[src/rtl/mem_port_arbiter.sv]
// Two-requester round-robin arbiter in front of one memory peripheral port.
// Each transfer is issue (1 cycle), fixed-latency wait, then a one-cycle done pulse.

`ifndef ADDR_W
`define ADDR_W 32
`endif
`ifndef WORD_W
`define WORD_W 32
`endif
`ifndef MEM_COUNT_W
`define MEM_COUNT_W 2
`endif
`ifndef MEM_COUNT_NONE
`define MEM_COUNT_NONE 2'd0
`define MEM_COUNT_BYTE 2'd1
`define MEM_COUNT_HALF 2'd2
`define MEM_COUNT_WORD 2'd3
`endif
`ifndef MEM_CODE_W
`define MEM_CODE_W 2
`endif
`ifndef MEM_CODE_INVALID
`define MEM_CODE_INVALID    2'd0
`define MEM_CODE_READ       2'd1
`define MEM_CODE_WRITE      2'd2
`define MEM_CODE_MISALIGNED 2'd3
`endif

module mem_port_arbiter #(
  parameter int unsigned RES_LATENCY = 1
) (
  input  logic                    clk,
  input  logic                    aresetn,
  input  logic [`ADDR_W-1:0]      i_req0_addr,
  input  logic [`MEM_COUNT_W-1:0] i_req0_count,
  input  logic                    i_req0_wr,
  input  logic [`WORD_W-1:0]      i_req0_wr_data,
  input  logic [`ADDR_W-1:0]      i_req1_addr,
  input  logic [`MEM_COUNT_W-1:0] i_req1_count,
  input  logic                    i_req1_wr,
  input  logic [`WORD_W-1:0]      i_req1_wr_data,
  output logic [`WORD_W-1:0]      o_res0_rd_data,
  output logic [`MEM_CODE_W-1:0]  o_res0_code,
  output logic                    o_res0_done,
  output logic [`WORD_W-1:0]      o_res1_rd_data,
  output logic [`MEM_CODE_W-1:0]  o_res1_code,
  output logic                    o_res1_done,
  output logic [`ADDR_W-1:0]      o_mem_req_addr,
  output logic [`MEM_COUNT_W-1:0] o_mem_req_count,
  output logic                    o_mem_req_wr,
  output logic [`WORD_W-1:0]      o_mem_req_wr_data,
  input  logic [`WORD_W-1:0]      i_mem_res_rd_data,
  input  logic [`MEM_CODE_W-1:0]  i_mem_res_code
);

  typedef enum logic [1:0] {ST_IDLE, ST_ISSUE, ST_WAIT, ST_DONE} state_t;

  state_t                  state_q, state_d;
  logic                    req0_vld, req1_vld, any_req, pick;
  logic                    grant_q, last_grant_q;
  logic [3:0]              cnt_q;
  logic [`ADDR_W-1:0]      req_addr_q;
  logic [`MEM_COUNT_W-1:0] req_count_q;
  logic                    req_wr_q;
  logic [`WORD_W-1:0]      req_wr_data_q;
  logic [`WORD_W-1:0]      res0_rd_data_q, res1_rd_data_q;
  logic [`MEM_CODE_W-1:0]  res0_code_q, res1_code_q;
  logic                    res0_done_q, res1_done_q;

  assign req0_vld = (i_req0_count != `MEM_COUNT_NONE);
  assign req1_vld = (i_req1_count != `MEM_COUNT_NONE);
  assign any_req  = req0_vld | req1_vld;

  // On a tie the requester that was not served last wins.
  always_comb begin
    pick = 1'b0;
    if (req0_vld && req1_vld) pick = ~last_grant_q;
    else if (req1_vld)        pick = 1'b1;
  end

  always_ff @(posedge clk or negedge aresetn) begin
    if (!aresetn) state_q <= ST_IDLE;
    else          state_q <= state_d;
  end

  always_comb begin
    state_d = state_q;
    case (state_q)
      ST_IDLE:  if (any_req) state_d = ST_ISSUE;
      ST_ISSUE: state_d = ST_WAIT;
      ST_WAIT:  if (cnt_q == 4'd0) state_d = ST_DONE;
      ST_DONE:  state_d = ST_IDLE;
      default:  state_d = ST_IDLE;
    endcase
  end

  always_comb begin
    o_mem_req_count = `MEM_COUNT_NONE;
    if (state_q == ST_ISSUE) o_mem_req_count = req_count_q;
  end

  always_ff @(posedge clk or negedge aresetn) begin
    if (!aresetn) begin
      grant_q        <= 1'b0;
      last_grant_q   <= 1'b1;
      cnt_q          <= 4'd0;
      req_addr_q     <= '0;
      req_count_q    <= `MEM_COUNT_NONE;
      req_wr_q       <= 1'b0;
      req_wr_data_q  <= '0;
      res0_rd_data_q <= '0;
      res0_code_q    <= `MEM_CODE_INVALID;
      res0_done_q    <= 1'b0;
      res1_rd_data_q <= '0;
      res1_code_q    <= `MEM_CODE_INVALID;
      res1_done_q    <= 1'b0;
    end else begin
      res0_done_q <= 1'b0;
      res1_done_q <= 1'b0;
      case (state_q)
        ST_IDLE: begin
          if (any_req) begin
            grant_q       <= pick;
            req_addr_q    <= pick ? i_req1_addr    : i_req0_addr;
            req_count_q   <= pick ? i_req1_count   : i_req0_count;
            req_wr_q      <= pick ? i_req1_wr      : i_req0_wr;
            req_wr_data_q <= pick ? i_req1_wr_data : i_req0_wr_data;
          end
        end
        ST_ISSUE: cnt_q <= 4'(RES_LATENCY - 1);
        ST_WAIT: begin
          if (cnt_q == 4'd0) begin
            if (grant_q) begin
              res1_rd_data_q <= i_mem_res_rd_data;
              res1_code_q    <= i_mem_res_code;
              res1_done_q    <= 1'b1;
            end else begin
              res0_rd_data_q <= i_mem_res_rd_data;
              res0_code_q    <= i_mem_res_code;
              res0_done_q    <= 1'b1;
            end
          end else begin
            cnt_q <= cnt_q - 4'd1;
          end
        end
        ST_DONE: last_grant_q <= grant_q;
        default: ;
      endcase
    end
  end

  assign o_mem_req_addr    = req_addr_q;
  assign o_mem_req_wr      = req_wr_q;
  assign o_mem_req_wr_data = req_wr_data_q;
  assign o_res0_rd_data    = res0_rd_data_q;
  assign o_res0_code       = res0_code_q;
  assign o_res0_done       = res0_done_q;
  assign o_res1_rd_data    = res1_rd_data_q;
  assign o_res1_code       = res1_code_q;
  assign o_res1_done       = res1_done_q;

endmodule

[config.mk]
export PLATFORM = sky130hd
export DESIGN_NAME = mem_port_arbiter
export DESIGN_NICKNAME = d
export VERILOG_FILES = /design/src/rtl/mem_port_arbiter.sv
export SDC_FILE = /design/constraint.sdc
export NUM_CORES = 1
export LEC_CHECK = 0
export ABC_CLOCK_PERIOD_IN_PS = 2600
export CAP_MARGIN = 15
export CORE_AREA = 5 5 120 145
export CTS_CLUSTER_SIZE = 12
export DETAILED_ROUTE_END_ITERATION = 10
export DIE_AREA = 0 0 125 150
export PLACE_DENSITY_LB_ADDON = 0.2
export SLEW_MARGIN = 20
export SYNTH_ARGS = -nofsm -noshare
export SYNTH_HDL_FRONTEND = slang
export SYNTH_SLANG_ARGS = --single-unit
export TNS_END_PERCENT = 20
[constraint.sdc]
create_clock -name clk -period 2.6 [get_ports clk]
set_input_delay 0.52 -clock clk [delete_from_list [all_inputs] [get_ports clk]]
set_output_delay 0.52 -clock clk [all_outputs]
set_load 0.005 [all_outputs]
==> summary.md, run 1 <==
| Metric | Value |
|---|---|
| Status | completed |
| Clock power frac | 18.7% |
| Met2 usage | 35.7% |
| Final total power | 12.0 mW |
| Commonest non-fill, non-tap cell in the layout | clkdlybuf4s50_1 |
| Area growth syn-to-layout | 61.7% |
| Post-synth net total | 757 |
| Reg clk slew, reported paths | 0.06 ns |
| Die Wd | 125 microns |
| Met3 usage | 9.57% |
| WL/cell | 19.1 microns |
| Global routing's busiest layer | met2 |
| Worst path required time | 2.08 ns |
| Register share of total power | 33.7% |
| Fin cells | 1,095 |
| Share of cells above drive strength 1 | 14.5% |
| Worst EP arrival | 1.79 ns |
| Inserted Diodes | 0 |
| Critical Path Source Type | flip-flop |
| Vias per inst | 5.36 |
| Min cycle time layout | 2.31 ns |
| # port buffers | 306 |
| Internal Pwr Total | 8.06 mW |
| Yosys warns | 0 |
| Sw Ratio | 33.1% |
| Placed insts | 1,063 |
| Post-Route WL | 21,000 microns |
| Initial DRC Count | 313 |
| DP Area | 0.00968 sq mm |
| Synthesized flop and latch total | 145 |
| Setup bufs post-CTS | 0 |
| Max Clock Freq | 433 MHz |
| Core Area | 0.0159 sq mm |
| Worst Path Max Fanout | 4 |
| Endpoint class of the critical path | primary output |
| Pwr Density | 1180 mW/mm^2 |
| P_leak | 4.11 nW |
| Ys async rst share | 100% |
| GPL Wtd Cong | 0.887 |
| Post-synthesis mux area share | 13.1% |
| Via Count | 5,870 |
| Vias in the first global route | 6,132 |
| Rows | 51 |
| CP bufs+invs | 2 |
| Netlist Area Pre-Place | 0.00633 sq mm |
| Seq/Total Area, Yosys | 57.4% |
| Synth Area in Compound Gates | 18.2% |
| Avg Inst Size Synth | 10.9 sq um |
| Commonest non-fill, non-tap cells in the layout | 305 x clkdlybuf4s50_1, 144 x dfrtp_1, 70 x mux2_2 |
| Met1 Use GR | 26.1% |
| Max Root-Sink Buffers | 2 |
| Top delay family on crit path | buffers and inverters |
| Post-CTS Resized | 0 |
| RSZ-0062 raised after global routing | false |
| Max VDD drop | 559 uV |
| First-pass GRT wire length | 33,000 microns |
| # H-tree levels | 4 |
| Pin count of the biggest net entering global routing | 63 |
| Setup_tns | 0 ns |
| Final hold vios | 0 |
| Clock skew | 0.0104 ns |
| Latest clock arrival within the worst-skew pair | 0.42 ns |
| Slew of the pin with the lowest slew margin | 0.557 ns |
| CTS buffer count | 17 |
| Final Cell Area | 0.0102 sq mm |
| Post-detail-place hpwl | 15,500 microns |
| Synthesized instance count | 580 |
| Largest family of logic cells by synthesized area | compound AO/OA/AOI/OAI gates |
| CTS tree | built |
| Unique masters post-synth | 32 |
| Slew HR | 62.8% |
| Post-synthesis adder-cell area fraction | 1.38% |
| Die H | 150 microns |
| Synth Area in XOR/XNOR | 0% |
| Top FF cell, synth | dfrtp_1 |
| Tot GR Track Use | 22.0% |
| Full die area | 0.0188 sq mm |
| Pre-Repair DR Iteration Count | 5 |
| Sw power | 3.99 mW |
| Post-synthesis simple-gate area fraction | 6.17% |
| GRT overflow | 0 |
| Setup-failing EPs final | 0 |
| Comb pwr share | 47.6% |
| CTS Sinks | 145 |
| CP max stage cell | clkdlybuf4s50_1 |
| Number of synthesized flops with an enable pin | 0 |
| Final net count | 1,047 |
| Final worst-path cycle share | 88.8% |
| Crit path cell chain | inv_1 > ha_1 > and2_1 > clkdlybuf4s50_1 |
| Clk root buf | clkbuf_16 |
| Min-delay worst type | primary input to async pin |
| Max-Cap Viols | 0 |
| Slowest stage delay, CP | 0.51 ns |
| Antenna Violating Nets Remaining | 0 |
| Post-route DRC | 0 |
| Initial antenna violation count | 2 |
| Hold_buf cts | 0 |
| Fin. max-slew vios | 0 |
| Initial Util | 39.8% |
| Num ports | 307 |
| Crit Path Class | flip-flop to primary output |
[layer usage]
layer | wire length [microns] | vias up
met3 | 2270 | 42
met1 | 7920 | 2841
met5 | 27 | -
met2 | 10200 | 318
met4 | 580 | 4
li1 | - | 2665
[power by group through the flow]
stage	Sequential, mW	Combinational (mW)	Clock, mW
floorplan	4.08	2.40	0
global placement	4.05	5.67	0
detailed placement	4.09	5.79	0
CTS	4.07	5.80	2.31
global route	4.20	6.21	2.41
finish	4.06	5.73	2.26
[cell type report]
| cell class | count | area, sq um |
|---|---|---|
| Multi-Input combinational cell | 378 | 2490 |
| Clock inverter | 15 | 124 |
| Sequential cell | 145 | 3630 |
| Clock buffer | 17 | 425 |
| Timing Repair Buffer | 323 | 3280 |
| Fill cell | 1235 | 5660 |
| Tap cell | 212 | 265 |
| Inverter | 5 | 18.8 |
[synth_stat cells, types with 2 or more instances]
cell type | number | share of area, %
and2_1 | 2 | 0.20
mux2_2 | 70 | 12
buf_2 | 2 | 0.16
o21ai_0 | 66 | 5.2
ha_1 | 7 | 1.4
nand2_1 | 8 | 0.47
o31ai_1 | 2 | 0.24
nand3_1 | 2 | 0.16
dfrtp_1 | 144 | 57
a21oi_1 | 67 | 5.3
mux2i_1 | 4 | 0.63
clkbuf_1 | 44 | 2.6
nand2b_1 | 3 | 0.30
buf_6 | 3 | 0.53
nor2_1 | 69 | 4.1
a31oi_1 | 65 | 6.4
inv_1 | 5 | 0.30
buf_1 | 3 | 0.18
[flip-flops by register name, summed over array words and instances (netlist names)]
signal and cells:
grant_q 1, o_mem_req_addr 32, state_q 2, o_res0_code 2, o_mem_req_wr_data 32, last_grant_q 1
req_count_q 2, o_res1_done 1, o_res1_code 2, o_res0_rd_data 32, o_res1_rd_data 32, cnt_q 4
o_mem_req_wr 1, o_res0_done 1
[path summary, 6_finish.rpt]
check,depth (start not counted),from,slack [ns],endpoint
worst max-delay path,4,state_q[1],0.29,o_mem_req_count[1]
worst min-delay path,1,aresetn,0.07,o_res1_rd_data[3]
worst max register to register,6,cnt_q[0],0.44,o_res0_rd_data[27]
worst min register to register,2,req_count_q[1],0.48,req_count_q[1]
max in group asynchronous,2,aresetn,1.78,last_grant_q
min in group clk,2,req_count_q[1],0.48,req_count_q[1]
[per-stage QoR]
step	hold WS (ns)	setup WS [ns]	utilization, %
3_5_place_dp	0.472	0.234	60.9
5_1_grt	0.112	0.196	64.4
3_3_place_gp	0.462	0.279	60.9
4_1_cts	0.0762	0.245	64.4
6_report	0.0667	0.292	64.4
2_1_floorplan	0.224	0.519	-
[cell families (layout without fill, tap and decap cells)]
kind of cell / count (synthesis) / in the layout
and+or+nand+nor: 91 / 91
AOI/OAI and AO/OA: 206 / 206
adders and majority gates: 7 / 7
muxes: 74 / 74
DFF: 145 / 145
buffers and inverters: 57 / 360
No activity file was read; power rests on OpenSTA's default activity.
==> run 2, diff against run 1 <==
--- a/config.mk
+++ b/config.mk
@@ -11,6 +11,7 @@
 export CTS_CLUSTER_SIZE = 12
 export DETAILED_ROUTE_END_ITERATION = 10
 export DIE_AREA = 0 0 125 150
+export HOLD_SLACK_MARGIN = 0.02
 export PLACE_DENSITY_LB_ADDON = 0.2
 export SLEW_MARGIN = 20
 export SYNTH_ARGS = -nofsm -noshare
==> results of run 2 <==
The final DEF is identical to that of run 1; final timing and power are the same.
